--- config.mk ---
export PLATFORM = sky130hd
export DESIGN_NAME = seq_det_prog
export DESIGN_NICKNAME = d
export VERILOG_FILES = /design/src/rtl/seq_det_prog.sv
export SDC_FILE = /design/constraint.sdc
export NUM_CORES = 1
export LEC_CHECK = 0
export BUFFER_PORTS_ARGS = -buffer_cell sky130_fd_sc_hd__buf_2
export CORE_MARGIN = 3
export CORE_UTILIZATION = 54
export DETAILED_ROUTE_END_ITERATION = 7
export PLACE_DENSITY_LB_ADDON = 0.25
export SKIP_CTS_REPAIR_TIMING = 1
export SLEW_MARGIN = 0
export SYNTH_ARGS = -nofsm -noshare
export SYNTH_HDL_FRONTEND = slang
export SYNTH_SLANG_ARGS = --single-unit
export TNS_END_PERCENT = 5
--- constraint.sdc ---
create_clock -name clk -period 4.25 [get_ports clk]
set_input_delay 1.275 -clock clk [delete_from_list [all_inputs] [get_ports clk]]
set_output_delay 1.275 -clock clk [all_outputs]
set_load 0.01 [all_outputs]
--- src/rtl/seq_det_prog.sv ---
// Programmable serial pattern detector: runtime-loadable pattern (1..MAX_LEN bits), registered match pulse.
// Define SEQ_DET_COUNT_EN to add the saturating match_cnt output.
module seq_det_prog #(
  parameter int unsigned                MAX_LEN       = 8,
  parameter int unsigned                LEN_W         = $clog2(MAX_LEN + 1),
  parameter logic        [MAX_LEN-1:0]  RESET_PATTERN = 8'b0001_1011,
  parameter int unsigned                RESET_LEN     = 5,
  parameter bit                         RESET_OVERLAP = 1'b1,
  parameter int unsigned                CNT_W         = 16
) (
  input  logic               clk,
  input  logic               reset,
  input  logic               din,
  input  logic               din_valid,
  input  logic               cfg_load,
  input  logic [MAX_LEN-1:0] cfg_pattern,
  input  logic [LEN_W-1:0]   cfg_len,
  input  logic               cfg_overlap,
  output logic               dout,
  output logic               busy
`ifdef SEQ_DET_COUNT_EN
  ,
  output logic [CNT_W-1:0]   match_cnt
`endif
);

  typedef enum logic [1:0] {StIdle, StFill, StRun} state_e;

  localparam logic [LEN_W-1:0] MaxLen = LEN_W'(MAX_LEN);
  localparam logic [LEN_W-1:0] RstLen = (RESET_LEN > MAX_LEN) ? MaxLen : LEN_W'(RESET_LEN);
  localparam state_e           RstState = (RstLen == '0) ? StIdle : StFill;

  logic [MAX_LEN-1:0] pattern_q, pattern_d;
  logic [LEN_W-1:0]   len_q, len_d;
  logic               overlap_q, overlap_d;
  // The oldest history bit is shifted out before it could ever be compared, so it is not stored.
  logic [MAX_LEN-2:0] hist_q, hist_d;
  logic [LEN_W-1:0]   fill_q, fill_d;
  state_e             state_q, state_d;
  logic               dout_q, dout_d;

  logic [MAX_LEN-1:0] hist_next;
  logic [MAX_LEN-1:0] mask;
  logic [LEN_W:0]     fill_inc;
  logic [LEN_W-1:0]   fill_sat;
  logic [LEN_W-1:0]   cfg_len_clamped;
  logic               window_eq;
  logic               match;

  always_comb begin
    hist_next = {hist_q, din};
    for (int i = 0; i < MAX_LEN; i++) begin
      mask[i] = (LEN_W'(i) < len_q);
    end
    window_eq       = ((hist_next ^ pattern_q) & mask) == '0;
    fill_inc        = {1'b0, fill_q} + 1'b1;
    fill_sat        = (fill_inc >= {1'b0, len_q}) ? len_q : fill_inc[LEN_W-1:0];
    cfg_len_clamped = (cfg_len > MaxLen) ? MaxLen : cfg_len;
    match           = din_valid && !cfg_load && (state_q != StIdle) &&
                      (fill_inc >= {1'b0, len_q}) && window_eq;
  end

  always_comb begin
    pattern_d = pattern_q;
    len_d     = len_q;
    overlap_d = overlap_q;
    hist_d    = hist_q;
    fill_d    = fill_q;
    state_d   = state_q;
    dout_d    = 1'b0;

    if (cfg_load) begin
      pattern_d = cfg_pattern;
      len_d     = cfg_len_clamped;
      overlap_d = cfg_overlap;
      hist_d    = '0;
      fill_d    = '0;
      state_d   = (cfg_len_clamped == '0) ? StIdle : StFill;
    end else if (din_valid && (state_q != StIdle)) begin
      hist_d = hist_next[MAX_LEN-2:0];
      dout_d = match;
      // Non-overlapping: the matched window is consumed, so refill from scratch.
      if (match && !overlap_q) begin
        fill_d  = '0;
        state_d = StFill;
      end else begin
        fill_d  = fill_sat;
        state_d = (fill_sat == len_q) ? StRun : StFill;
      end
    end
  end

  always_ff @(posedge clk or posedge reset) begin
    if (reset) begin
      pattern_q <= RESET_PATTERN;
      len_q     <= RstLen;
      overlap_q <= RESET_OVERLAP;
      hist_q    <= '0;
      fill_q    <= '0;
      state_q   <= RstState;
      dout_q    <= 1'b0;
    end else begin
      pattern_q <= pattern_d;
      len_q     <= len_d;
      overlap_q <= overlap_d;
      hist_q    <= hist_d;
      fill_q    <= fill_d;
      state_q   <= state_d;
      dout_q    <= dout_d;
    end
  end

  assign dout = dout_q;
  assign busy = (state_q != StIdle);

`ifdef SEQ_DET_COUNT_EN
  logic [CNT_W-1:0] cnt_q, cnt_d;

  always_comb begin
    cnt_d = cnt_q;
    if (cfg_load) begin
      cnt_d = '0;
    end else if (match && (cnt_q != '1)) begin
      cnt_d = cnt_q + 1'b1;
    end
  end

  always_ff @(posedge clk or posedge reset) begin
    if (reset) begin
      cnt_q <= '0;
    end else begin
      cnt_q <= cnt_d;
    end
  end

  assign match_cnt = cnt_q;
`endif

endmodule

## After elaboration in Yosys (flattened, before gate mapping)

Index checks and enable logic that the tools add are counted.

| storage, ports and cells | value |
|---|---|
| register bits after elaboration | 27 |
| bits in latches | 0 |
| RAM bits | 0 |
| ROM bits | 0 |
| input bits | 18 |
| output and inout bits | 2 |
| logic and storage cells | 47 |
| memories | 0 |

| cells by class | value |
|---|---|
| $add $sub $neg | 1 |
| multipliers | 0 |
| div/mod/pow operators | 0 |
| order comparisons | 10 |
| equality and inequality tests | 1 |
| shift-type cells | 0 |
| muxes and demuxes | 14 |
| bitwise operators | 2 |
| reduce and logical (&&, ||, !) cells | 12 |

Operator list:

| kind | number |
|---|---|
| $mux 4 | 5 |
| $lt 3x4->1 const A | 4 |
| $mux 7 | 2 |
| $and 8x8->8 | 1 |
| $logic_not 8->1 | 1 |
| $lt 1x4->1 const A | 2 |
| $lt 2x4->1 const A | 2 |
| $mux 2 | 4 |
| $xor 8x8->8 | 1 |
| $logic_and 1x1->1 | 6 |
| $add 4x1->5 const B | 1 |
| $ge 5x4->1 | 1 |
| $eq 4x4->1 | 1 |
| $gt 4x4->1 const B | 1 |
| $logic_not 4->1 | 1 |
| $reduce_bool 2->1 | 2 |
| $mux 1 | 3 |
| $logic_not 1->1 | 2 |

## Logic depth before layout (Yosys ltp)

| depth | value |
|---|---|
| word-level depth | 9 |
| mapped depth | 8 |
| mapped depth without buffers | 8 |

## Worst setup path before layout

OpenSTA, ideal clock, no wires.

| timing | value |
|---|---|
| path type | in2reg |
| from | input din_valid |
| to | register state_q[0] |
| library setup time | 63 ps |
| arrival time | 2386 ps |
| required time | 4187 ps |
| path slack | 1801 ps |
| cell stages on the path | 6 |
| buffers on the path | 0 |
| cell sequence | o21ai_0 -> a211o_1 -> a21oi_1 -> o2111ai_2 -> o31ai_4 -> o221a_1 |

| between the ends | value |
|---|---|
| cells in the longest elaborated chain, start to end | 8 |
| elaborated cells on any way between the ends | 10 |
| classes of those cells | 3 x mux; 7 x reduce/logical |

Ends and longest elaborated chain:

| what | line | RTL |
|---|---|---|
| from (decl) | 14 | `input logic din_valid,` |
| $logic_and 1x1->1 (3 in a row) | 59 | `match = din_valid && !cfg_load && (state_q != StIdle) &&` |
| $logic_and 1x1->1 | 60 | `(fill_inc >= {1'b0, len_q}) && window_eq;` |
| $logic_and 1x1->1 | 83 | `if (match && !overlap_q) begin` |
| $mux 2 | 83 |  |
| $mux 2 | 79 | `end else if (din_valid && (state_q != StIdle)) begin` |
| $mux 2 | 72 | `if (cfg_load) begin` |
| to (signal assigned) | 100 | `state_q <= RstState;` |
| to (signal assigned) | 108 | `state_q <= state_d;` |
| to (decl) | 39 | `state_e state_q, state_d;` |

Parallel ways exist; a longest one is shown, timed or not. The select of a mux whose other input is x is not followed.
A chain may end at the register's enable or synchronous reset.

## Worst setup path in the final report

| timing | value |
|---|---|
| from | register fill_q[0] |
| to | register state_q[0] |

| between the ends | value |
|---|---|
| cells in the longest elaborated chain, start to end | 8 |
| elaborated cells on any way between the ends | 11 |
| classes of those cells | 1 x add/sub; 1 x order compare; 1 x eq/ne; 5 x mux; 3 x reduce/logical |

Ends and longest elaborated chain:

| what | line | RTL |
|---|---|---|
| from (decl) | 38 | `logic [LEN_W-1:0] fill_q, fill_d;` |
| from (signal assigned) | 107 | `fill_q <= fill_d;` |
| $add 4x1->5 * | 56 | `fill_inc = {1'b0, fill_q} + 1'b1;` |
| $ge 5x4->1 | 57, 60 |  |
| $mux 4 or $logic_and 1x1->1 (tied branches) | 57, 59 |  |
| $eq 4x4->1 or $logic_and 1x1->1 (tied branches) | 88, 60 |  |
| $mux 2 or $logic_and 1x1->1 (tied branches) | 88, 83 |  |
| $mux 2 * | 83 |  |
| $mux 2 * | 79 |  |
| $mux 2 * | 72 |  |

Mark *: on every way between the ends. The rest lies on a longest branch, timed or not. The select of a mux whose other input is x is not followed.

==> results by group <==
Status
  – Status: finished clean

STA
  – Post-route setup TNS: 0 ns
  – F_max: 0.4006 GHz
  – Final Skew: 0.007177 ns
  – Unrepaired setup endpoints after global routing: no
  – Final setup violating endpoints: 0
  – Part of the cycle the worst path needs: 0.5874
  – Min Clock Period, post-route: 2.496 ns
  – Slew @ Worst Pin: 0.9745 ns
  – Pins Over Slew Limit: 0
  – Post-layout worst setup margin: 1.754 ns
  – Relative max-transition margin: 0.3496
  – Final Hold Fails: 0

Detailed routing
  – Vias: 991
  – DRT Pass-1 Iters: 4
  – Iter 0 DRT Violations: 36
  – DRC: 0
  – Via density: 5.762
  – Final wirelength: 2659 um
  – WL/cell: 15.46 um
  – Post-route ant nets: 0

Pwr
  – Switching pwr: 0.2854 mW
  – Pwr Density: 488.0 mW/mm2
  – Leak Pwr: 0.6728 nW
  – Gate power share: 0.379
  – Sequential share of power: 0.468
  – Int Pwr: 0.4657 mW
  – Peak supply drop: 0.3765 mV
  – Switch share: 0.3799
  – Clock share of power: 0.153

Cells and area
  – Area of the multi-input gates: 670.6 um2
  – Synth-to-Final Area Change: 10.12%
  – Layout cells sized above 1: 0.3125
  – Nets: 168
  – Post-layout instance area: 0.001539 mm2
  – Storage cell area: 685.7 um2
  – Filler instances: 192
  – Diode count: 0

Clocking
  – Max H-tree Level: 1
  – CTS tree: done
  – Clk slew on worst S/H paths: 0.15 ns
  – Worst-Skew Late Latency: 0.33 ns
  – Clock Sinks: 27
  – Longest Clk Path Bufs: 2
  – Clock root cell: clkbuf_4
  – Cts bufs inserted: 3

Die
  – Core area: 0.002340 mm2
  – DIE AREA: 0.003235 mm2
  – Row count: 17
  – Die Y: 56.88 um
  – Num ports: 20
  – Die X-Extent: 56.88 um
  – Starting Density: 0.5973

Placed design
  – Routability cong.: 0.8423
  – HPWL after detailed placement: 2019 um
  – Number of port buffers: 19
  – Placed inst area: 0.001509 mm2
  – Worst slack, placed: 1.542 ns

Worst setup path
  – CP bufs+invs: 0
  – CP max-delay cell: dfrtp_1
  – Family with the most delay on the worst path: compound AO/OA/AOI/OAI gates
  – WP data required: 4.53 ns
  – Stages on worst setup path: 8
  – Highest cell delay on the worst timing path: 0.49 ns
  – CP dominant cell by count: ha_1
  – CP Launch Type: register
  – CP Capture Type: register
  – Cell-by-cell trace of the critical path: ha_1 -> xor2_1 -> ha_1 -> o21ai_0 -> o21ai_2 -> o2111ai_2 -> o31ai_4 -> o221a_1
  – Reg2Reg Depth: 8
  – CP arrival: 2.77 ns
  – CP Class: reg2reg
  – CP Max Fanout: 9

Yosys
  – Mapped Area: 0.001398 mm2
  – Synthesis Warnings: 0
  – XOR/XNOR Fraction of Synth Area: 0.08774
  – Synthesized flop and latch total: 27
  – Main combinational cell family by area after synthesis: compound AO/OA/AOI/OAI gates
  – Mapped Nets: 148
  – Post-synthesis sequential area ratio: 0.4906
  – Multiplexer share of the synthesized area: 0.07968
  – Share of the synthesized area in the top cell type: 0.3402
  – Cells after Synth: 125
  – Simple-gate share of the synthesized area: 0.07520
  – Adder-cell share of the synthesized area: 0.04476
  – Area leader, netlist: dfrtp_1
  – Netlist cell types: 33
  – Synth Area in Compound Gates: 0.1925
  – Mapped Avg Cell Area: 11.18 um2
  – Main area contributors after synthesis: dfrtp_1, dfstp_2, mux2_2

Global route
  – GRT met3 Usage: 0.03678
  – Largest net degree at the start of global routing: 28
  – Grt met2 use: 0.2805
  – First-pass GRT wire length: 4788 um
  – M1 GR Usage: 0.2711
  – Number of global-route vias before repair: 1009
  – Remaining Overflow, GRT: 0
  – GR peak layer: met2
  – GR Util All Layers: 0.1890
  – Initial antenna violation count: 0

Job
  – Max Cap Violations: 0

Hold path
  – Hold Path Depth: 2
  – Hold WC Path Type: reg2reg
==> logic make-up after synthesis <==
family | Yosys count
AOI/OAI and AO/OA | 37
xor gates and xnor gates | 14
adders and majority gates | 5
buffers and inverters | 10
DFF | 27
muxes | 10
and+or+nand+nor | 22
==> layout by cell type (no fill, tap or decap), types with 2 or more instances in the layout <==
cell      Yosys  layout
dfrtp_1      19      19
buf_2         0      19
o21ai_0      13      13
nand2_1      12      12
xnor2_1       9       9
mux2_2        9       9
dfstp_2       8       8
a22o_1        7       7
inv_1         6       6
xor2_1        5       5
ha_1          5       5
nor2_1        4       4
a21oi_1       4       4
clkbuf_4      0       3
a31oi_1       2       2
==> worst reg2reg max path, cell delays in order, from the launching register on <==
cell	delay (ns)
dfrtp_1	0.49
ha_1	0.27
xor2_1	0.29
ha_1	0.23
o21ai_0	0.11
o21ai_2	0.33
o2111ai_2	0.22
o31ai_4	0.28
o221a_1	0.24
==> final timing paths <==
check                                 from            to  slack [ns]
worst max-delay path             fill_q[0]    state_q[0]        1.75
worst min-delay path            state_q[1]    state_q[1]        0.53
worst max register to register   fill_q[0]    state_q[0]        1.75
worst min register to register  state_q[1]    state_q[1]        0.53
max in group asynchronous            reset      len_q[1]        2.52
min in group asynchronous            reset  pattern_q[5]        1.14
==> cell usage after synthesis <==
library cell / n
or2_2: 1
xor2_1: 5
dfstp_2: 8
a211oi_1: 1
a22o_1: 7
mux2i_1: 1
a41oi_1: 1
o22ai_1: 1
nor4b_2: 1
o2111ai_1: 1
a211o_1: 1
o41ai_1: 1
o21ai_0: 13
dfrtp_1: 19
inv_1: 6
ha_1: 5
nor2_1: 4
nand3_1: 1
a21oi_1: 4
a31oi_1: 2
o2111ai_2: 1
nand2b_1: 1
mux2_2: 9
xnor2_1: 9
buf_4: 1
nand2_1: 12
nor4_1: 1
nor2b_1: 1
o21ai_2: 1
o21ai_1: 1
clkbuf_1: 3
o31ai_4: 1
o221a_1: 1
==> layer usage <==
layer  share of wire  vias up
li1                -      485
met5               0        -
met3           0.067        4
met1            0.48      464
met2            0.43       38
met4           0.015        0
==> power by group through the flow <==
stage	clock network (mW)	registers (mW)	logic (mW)
after floorplan	0	0.340	0.227
after global placement	0	0.353	0.271
after detailed placement	0	0.355	0.283
after CTS	0.119	0.351	0.283
after global routing	0.131	0.359	0.324
final	0.115	0.351	0.285
==> layout make-up <==
cell class,instances,share of cell area
clock buffer,3,0.01463
multi-input combinational,88,0.4358
clock inverter,1,0.004878
inverter,6,0.01463
timing repair buffer,19,0.06179
sequential,27,0.4455
tap,28,0.02276
==> metrics by stage <==
stage | instances | hold slack (ns) | util | total power [mW]
finish | 172 | 0.5281 | 0.6578 | 0.7511
CTS | 172 | 0.5211 | 0.6578 | 0.7527
detailed placement | 168 | 0.4887 | 0.6449 | 0.6379
global placement | 168 | 0.4872 | 0.6449 | 0.6233
floorplan | 125 | 0.4588 | - | 0.5671
global route | 172 | 0.5787 | 0.6578 | 0.8143
==> state kept, by name, indices dropped and copies added, names as in the netlist <==
name,count
fill_q,4
len_q,4
overlap_q,1
pattern_q,8
state_q,2
dout,1
hist_q,7
(Power assumes the default switching activity.)
